## src/rtl/race_pkg.sv

```systemverilog
// Shared game-flow encodings for the race controller, engines and input encoder.
// Also holds the rectangle hit-test used for finish and checkpoint zones.
package race_pkg;

  typedef enum logic [2:0] {
    MENU      = 3'd0,
    READY     = 3'd1,
    COUNTDOWN = 3'd2,
    PAUSE     = 3'd3,
    RACING    = 3'd4,
    FINISH    = 3'd5
  } state_t;

  localparam logic [1:0] WIN_NONE = 2'd0;
  localparam logic [1:0] WIN_P1   = 2'd1;
  localparam logic [1:0] WIN_P2   = 2'd2;
  localparam logic [1:0] WIN_TIE  = 2'd3;

  localparam int CS_PER_SEC = 100;

  // Bounds arrive as arguments so a zero lower bound is an ordinary compare.
  function automatic logic in_rect(input logic [9:0] px, input logic [9:0] py,
                                   input logic [9:0] x0, input logic [9:0] x1,
                                   input logic [9:0] y0, input logic [9:0] y1);
    return (px >= x0) && (px <= x1) && (py >= y0) && (py <= y1);
  endfunction

endpackage

```

## src/rtl/race_controller_lap_tracker.sv

```systemverilog
// Per-player lap counter: a lap needs the checkpoint first, then a fresh entry
// into the finish zone. lap_event is combinational so the top can act on that edge.
module lap_tracker
  import race_pkg::*;
#(
  parameter int LAPS   = 3,
  parameter int FIN_X0 = 0,
  parameter int FIN_X1 = 40,
  parameter int FIN_Y0 = 120,
  parameter int FIN_Y1 = 130,
  parameter int CP_X0  = 260,
  parameter int CP_X1  = 319,
  parameter int CP_Y0  = 100,
  parameter int CP_Y1  = 140
) (
  input  logic       clk,
  input  logic       rst,
  input  logic       enable,
  input  logic       clear,
  input  logic [9:0] x,
  input  logic [9:0] y,
  output logic [1:0] lap,
  output logic       lap_event
);

  logic in_fin;
  logic in_cp;
  logic armed;
  logic prev_in_fin;

  assign in_fin = in_rect(x, y, 10'(FIN_X0), 10'(FIN_X1), 10'(FIN_Y0), 10'(FIN_Y1));
  assign in_cp  = in_rect(x, y, 10'(CP_X0), 10'(CP_X1), 10'(CP_Y0), 10'(CP_Y1));

  assign lap_event = enable && in_fin && !prev_in_fin && armed && (lap != 2'(LAPS));

  always_ff @(posedge clk) begin
    if (rst || clear) begin
      lap         <= '0;
      armed       <= 1'b0;
      prev_in_fin <= 1'b0;
    end else if (enable) begin
      prev_in_fin <= in_fin;
      if (lap_event) begin
        lap   <= lap + 2'd1;
        armed <= 1'b0;
      end else if (in_cp) begin
        armed <= 1'b1;
      end
    end
  end

endmodule

```

## src/rtl/race_controller.sv

```systemverilog
// Game-flow FSM: menu, respawn hold, countdown, race, pause, finish; lap tracking
// and centisecond race timer. Optional RACE_TIMEOUT_EN forces FINISH at MAX_RACE_CS.
module race_controller
  import race_pkg::*;
#(
  parameter int TICK_DIV   = 1_000_000,
  parameter int LAPS       = 3,
  parameter int HOLD_TICKS = 100,
  parameter int COUNT_SEC  = 3,
  parameter int FIN_X0     = 0,
  parameter int FIN_X1     = 40,
  parameter int FIN_Y0     = 120,
  parameter int FIN_Y1     = 130,
  parameter int CP_X0      = 260,
  parameter int CP_X1      = 319,
  parameter int CP_Y0      = 100,
  parameter int CP_Y1      = 140
`ifdef RACE_TIMEOUT_EN
  , parameter logic [15:0] MAX_RACE_CS = 16'd60000
`endif
) (
  input  logic        clk,
  input  logic        rst,
  input  logic        start_pulse,
  input  logic        pause_pulse,
  input  logic [9:0]  p1_x,
  input  logic [9:0]  p1_y,
  input  logic [9:0]  p2_x,
  input  logic [9:0]  p2_y,
  output logic [2:0]  state,
  output logic [1:0]  countdown_val,
  output logic [1:0]  p1_lap,
  output logic [1:0]  p2_lap,
  output logic [1:0]  winner,
  output logic [15:0] race_time_cs,
  output logic [15:0] win_time_cs
);

  localparam int PW = (TICK_DIV > 2) ? $clog2(TICK_DIV) : 1;

  state_t        state_q, state_d;
  logic [PW-1:0] presc;
  logic [7:0]    sub_cnt;
  logic          tick, sec_tick, go_ready, track_en;
  logic          p1_event, p2_event, p1_done, p2_done, timeout_hit;
  logic [1:0]    winner_d;
  logic [15:0]   time_d;

  assign state    = state_q;
  assign track_en = (state_q == RACING) || (state_q == FINISH);

  lap_tracker #(
    .LAPS(LAPS), .FIN_X0(FIN_X0), .FIN_X1(FIN_X1), .FIN_Y0(FIN_Y0), .FIN_Y1(FIN_Y1),
    .CP_X0(CP_X0), .CP_X1(CP_X1), .CP_Y0(CP_Y0), .CP_Y1(CP_Y1)
  ) u_lap_p1 (
    .clk(clk), .rst(rst), .enable(track_en), .clear(go_ready),
    .x(p1_x), .y(p1_y), .lap(p1_lap), .lap_event(p1_event)
  );

  lap_tracker #(
    .LAPS(LAPS), .FIN_X0(FIN_X0), .FIN_X1(FIN_X1), .FIN_Y0(FIN_Y0), .FIN_Y1(FIN_Y1),
    .CP_X0(CP_X0), .CP_X1(CP_X1), .CP_Y0(CP_Y0), .CP_Y1(CP_Y1)
  ) u_lap_p2 (
    .clk(clk), .rst(rst), .enable(track_en), .clear(go_ready),
    .x(p2_x), .y(p2_y), .lap(p2_lap), .lap_event(p2_event)
  );

  always_comb begin
    state_d     = state_q;
    go_ready    = 1'b0;
    timeout_hit = 1'b0;
    tick        = (presc == PW'(TICK_DIV - 1));
    sec_tick    = tick && (sub_cnt == 8'(CS_PER_SEC - 1));
    p1_done     = p1_event && (p1_lap == 2'(LAPS - 1));
    p2_done     = p2_event && (p2_lap == 2'(LAPS - 1));
    time_d      = race_time_cs;
    if ((state_q == RACING) && tick && (race_time_cs != 16'hFFFF))
      time_d = race_time_cs + 16'd1;
`ifdef RACE_TIMEOUT_EN
    timeout_hit = (state_q == RACING) && tick && (time_d == MAX_RACE_CS) &&
                  (race_time_cs != MAX_RACE_CS);
`endif

    // A real lap finish decides the winner; a timeout falls back to lap counts.
    if (p1_done && p2_done)  winner_d = WIN_TIE;
    else if (p1_done)        winner_d = WIN_P1;
    else if (p2_done)        winner_d = WIN_P2;
    else if (p1_lap > p2_lap) winner_d = WIN_P1;
    else if (p2_lap > p1_lap) winner_d = WIN_P2;
    else                     winner_d = WIN_TIE;

    case (state_q)
      MENU:      if (start_pulse) begin
                   state_d  = READY;
                   go_ready = 1'b1;
                 end
      READY:     if (tick && (sub_cnt == 8'(HOLD_TICKS - 1))) state_d = COUNTDOWN;
      COUNTDOWN: if (sec_tick && (countdown_val == 2'd1)) state_d = RACING;
      RACING:    if (p1_done || p2_done || timeout_hit) state_d = FINISH;
                 else if (pause_pulse)                  state_d = PAUSE;
      PAUSE:     if (pause_pulse) state_d = RACING;
      FINISH:    if (start_pulse) state_d = MENU;
      default:   state_d = MENU;
    endcase
  end

  // Prescaler and tick sub-counter restart on every state change.
  always_ff @(posedge clk) begin
    if (rst) begin
      state_q       <= MENU;
      presc         <= '0;
      sub_cnt       <= '0;
      countdown_val <= '0;
      race_time_cs  <= '0;
      win_time_cs   <= '0;
      winner        <= WIN_NONE;
    end else begin
      state_q <= state_d;

      if (state_d != state_q) begin
        presc   <= '0;
        sub_cnt <= '0;
      end else if (tick) begin
        presc   <= '0;
        sub_cnt <= sec_tick ? 8'd0 : sub_cnt + 8'd1;
      end else begin
        presc <= presc + PW'(1);
      end

      if (state_d == COUNTDOWN)
        countdown_val <= (state_q != COUNTDOWN) ? 2'(COUNT_SEC) :
                         (sec_tick ? countdown_val - 2'd1 : countdown_val);
      else
        countdown_val <= '0;

      if (go_ready) begin
        race_time_cs <= '0;
        win_time_cs  <= '0;
        winner       <= WIN_NONE;
      end else begin
        race_time_cs <= time_d;
        if ((state_q == RACING) && (state_d == FINISH)) begin
          winner      <= winner_d;
          win_time_cs <= time_d;
        end
      end
    end
  end

endmodule

```

## config.mk

```make
export PLATFORM = sky130hd
export DESIGN_NAME = race_controller
export DESIGN_NICKNAME = d
export VERILOG_FILES = /design/src/rtl/race_pkg.sv /design/src/rtl/race_controller_lap_tracker.sv /design/src/rtl/race_controller.sv
export SDC_FILE = /design/constraint.sdc
export NUM_CORES = 1
export LEC_CHECK = 0
export ABC_AREA = 0
export CORE_MARGIN = 2
export CORE_UTILIZATION = 40
export CTS_CLUSTER_DIAMETER = 30
export DETAILED_ROUTE_END_ITERATION = 12
export PLACE_DENSITY = 0.69
export SLEW_MARGIN = 20
export SYNTH_ARGS = -nofsm -noshare
export SYNTH_HDL_FRONTEND = slang
export SYNTH_SLANG_ARGS = --single-unit
```

## constraint.sdc

```tcl
create_clock -name clk -period 2.5 [get_ports clk]
set_clock_uncertainty 0.15 [all_clocks]
set_input_delay 0.25 -clock clk [delete_from_list [all_inputs] [get_ports clk]]
set_output_delay 0.25 -clock clk [all_outputs]
set_load 0.02 [all_outputs]
```

==> flow_summary.ini <==
[status]
status = finished, violations left
violations = setup timing

[cells_and_area]
area_growth_pct = 46.3
drive_gt1_share_pct = 19.4
antennaDiodeCount = 0
nets = 651
final_cells = 715
finish.utilization_pct = 60.3
final_design_area_no_fill_um2 = 5550

[sta]
finalCritPeriodShare_pct = 106
max_freq_ghz = 0.378
worstMarginPinSlew_ps = 779
grt_setup_unrepaired = yes
period_needed_ps = 2640
holdWs_ps = 309
slew_violations = 0
relSlewSlack_pct = 47.7
setup_tns_ps = -854
hold_viol = 0
setup_ws_ps = -142
setup-violations-final = 8

[detailed_routing]
vias_per_cell = 5.32
drc = 0
finalWirelength_um = 10300
dr_wl_met3_um = 473
ant_nets = 0
via_count = 3802
wl_met2_um = 5000
drtIter0Drc = 118
wirelength_met1_um = 4630
drt-wirelength-per-cell_um = 14.4
drtPass1Iterations = 4
dr.max_layer_used = met4

[placement]
placed_cell_area_um2 = 5200
hpwl_um = 7630
port_buffers = 86
pre_cts_ws_ps = -353
routabilityCongestion = 0.811
dpl.cell_count = 694

[floorplanning]
die-height_um = 101
dieArea_um2 = 10300
core.rowCount = 35
dieWidth_um = 101
start_util_pct = 41.2
core-area_um2 = 9200
io_pins = 87

[synthesis]
synth.largest_area_cell = dfxtp_1
synthFlopType = dfxtp_1
synth_area_um2 = 3790
synth_top_cell_area_share_pct = 39.6
yosysWarnings = 0
synth_common_cells = dfxtp_1 (75), nor2_1 (63), a21oi_1 (27), nand2_1 (27), nand3_1 (23)
async_flop_share_pct = 0
synth-seq-cells = 75
synthTopCellsByArea = dfxtp_1 (40%), nor2_1 (6.2%), xnor2_1 (4.2%), xor2_1 (3.9%), a21oi_1 (3.6%)
synth_edf_count = 0
yosysSeqAreaShare_pct = 39.6
synth_cell_types = 55
avgSynthCellArea_um2 = 8.33
postSynthCellCount = 455
yosysMostFrequentCell = dfxtp_1
syn_nets = 507

[clocking]
cts_buffers = 9
cts_tree = done
cts.clk_slew.worst_paths_ps = 80
ctsHtreeMaxLevel = 3
clk_path_buf_depth = 2
cts_sinks = 75
clk_latency_ps = 350
cts-root-buf = clkbuf_8

[critical_path]
reg2reg_depth = 7
crit_start = presc[13]
critical_path.endpoint = win_time_cs[6]
reg2reg_to = win_time_cs[6]
cp-start-kind = register
crit_type = register to register
critPathMaxFanout = 6
r2r-start = presc[13]
worst-r2r-setup-slack_ps = -140
endpoint_kind = register
critPathRequiredTime_ps = 2590
crit_arrival_ps = 2740

[grt]
antenna_found_initial = 0
grt_use_total_pct = 20.0
grt_pass1_vias = 3665
grt_first_pass_wirelength_um = 16600
overflow = 0
grt_max_degree = 27

[power_and_ir_drop]
p_per_area_nw_per_um2 = 409
peakVddDrop_uv = 219
total_power_mw = 2.27
p_leak_nw = 1.98

[hold_path]
min_path_type = register to register

[run]
maxCapViolCount = 0
## per-layer routing
layer / track usage (%) / vias to the layer above
met4: 6.86 / 0
met3: 4.55 / 14
li1: - / 1937
met1: 24.7 / 1764
met2: 34.2 / 87
met5: 0 / -
## logic make-up (layout without fill, tap and decap cells)
logic type	after synthesis	count (layout)	synth area share (%)
simple gates	224	225	31.6
fa+ha+maj	8	8	2.64
buf+inv	24	172	2.57
flops	75	75	39.6
xor+xnor	35	35	8.09
compound gates	84	84	14.1
mux	5	5	1.39
## flip-flops by register name (all words and copies together) (netlist names)
register,count
u_lap_p2.prev_in_fin,1
state,3
u_lap_p2.armed,1
u_lap_p1.lap,2
race_time_cs,16
countdown_val,2
win_time_cs,16
u_lap_p2.lap,2
winner,2
sub_cnt,8
presc,20
u_lap_p1.prev_in_fin,1
u_lap_p1.armed,1
## how the worst min path moves through the flow
stage	startpoint	to	slack, ps	cells after the start
final	winner[0]	winner[0]	310	2
after floorplan	rst	state[2]	160	1
after detailed placement	winner[0]	winner[0]	300	2
after global placement	winner[0]	winner[0]	300	2
after CTS	winner[0]	winner[0]	310	2
after global routing	winner[0]	winner[0]	340	2
## area by class of cell
cell class,instances,area (um^2)
multi-input cells,357,2320
flip-flops and latches,75,1510
inverters,9,33.8
clock inverters,6,48.8
clock buffers,10,138
repair buffers,147,1360
fillers,817,3650
well taps,111,139
## cell usage in the layout, fill, tap and decap left out, drive strengths merged, types with 7 or more instances in the layout
cell type,instances
nor4,8
buf,61
nand2,27
inv,11
nand4,17
nor2,63
o21ai,20
ha,8
nor3,20
xor2,17
dfxtp,75
nand3,24
and3,11
a21oi,28
nand2b,12
xnor2,18
nand4b,7
clkbuf,10
clkdlybuf4s50,86
## report_power, final
part / internal, mW / switching, mW
Combinational: 0.109 / 0.0871
Sequential: 1.20 / 0.00215
Clock: 0.396 / 0.475
Total: 1.70 / 0.564
## critical path: stages (launching register included)
cell and delay [ps]:
dfxtp_2 330, or4b_4 540, or4_4 430, or4b_4 590, buf_4 180, nor2_4 120, xnor2_2 130, a21oi_1 80
## repair_timing
action,4_1_cts,5_1_grt
buffers inserted,1,3
gates cloned,0,1
hold buffers,0,0
pin swaps,3,7
gates resized for setup,8,17
setup endpoints to repair,21,51
(Power assumes the default switching activity.)
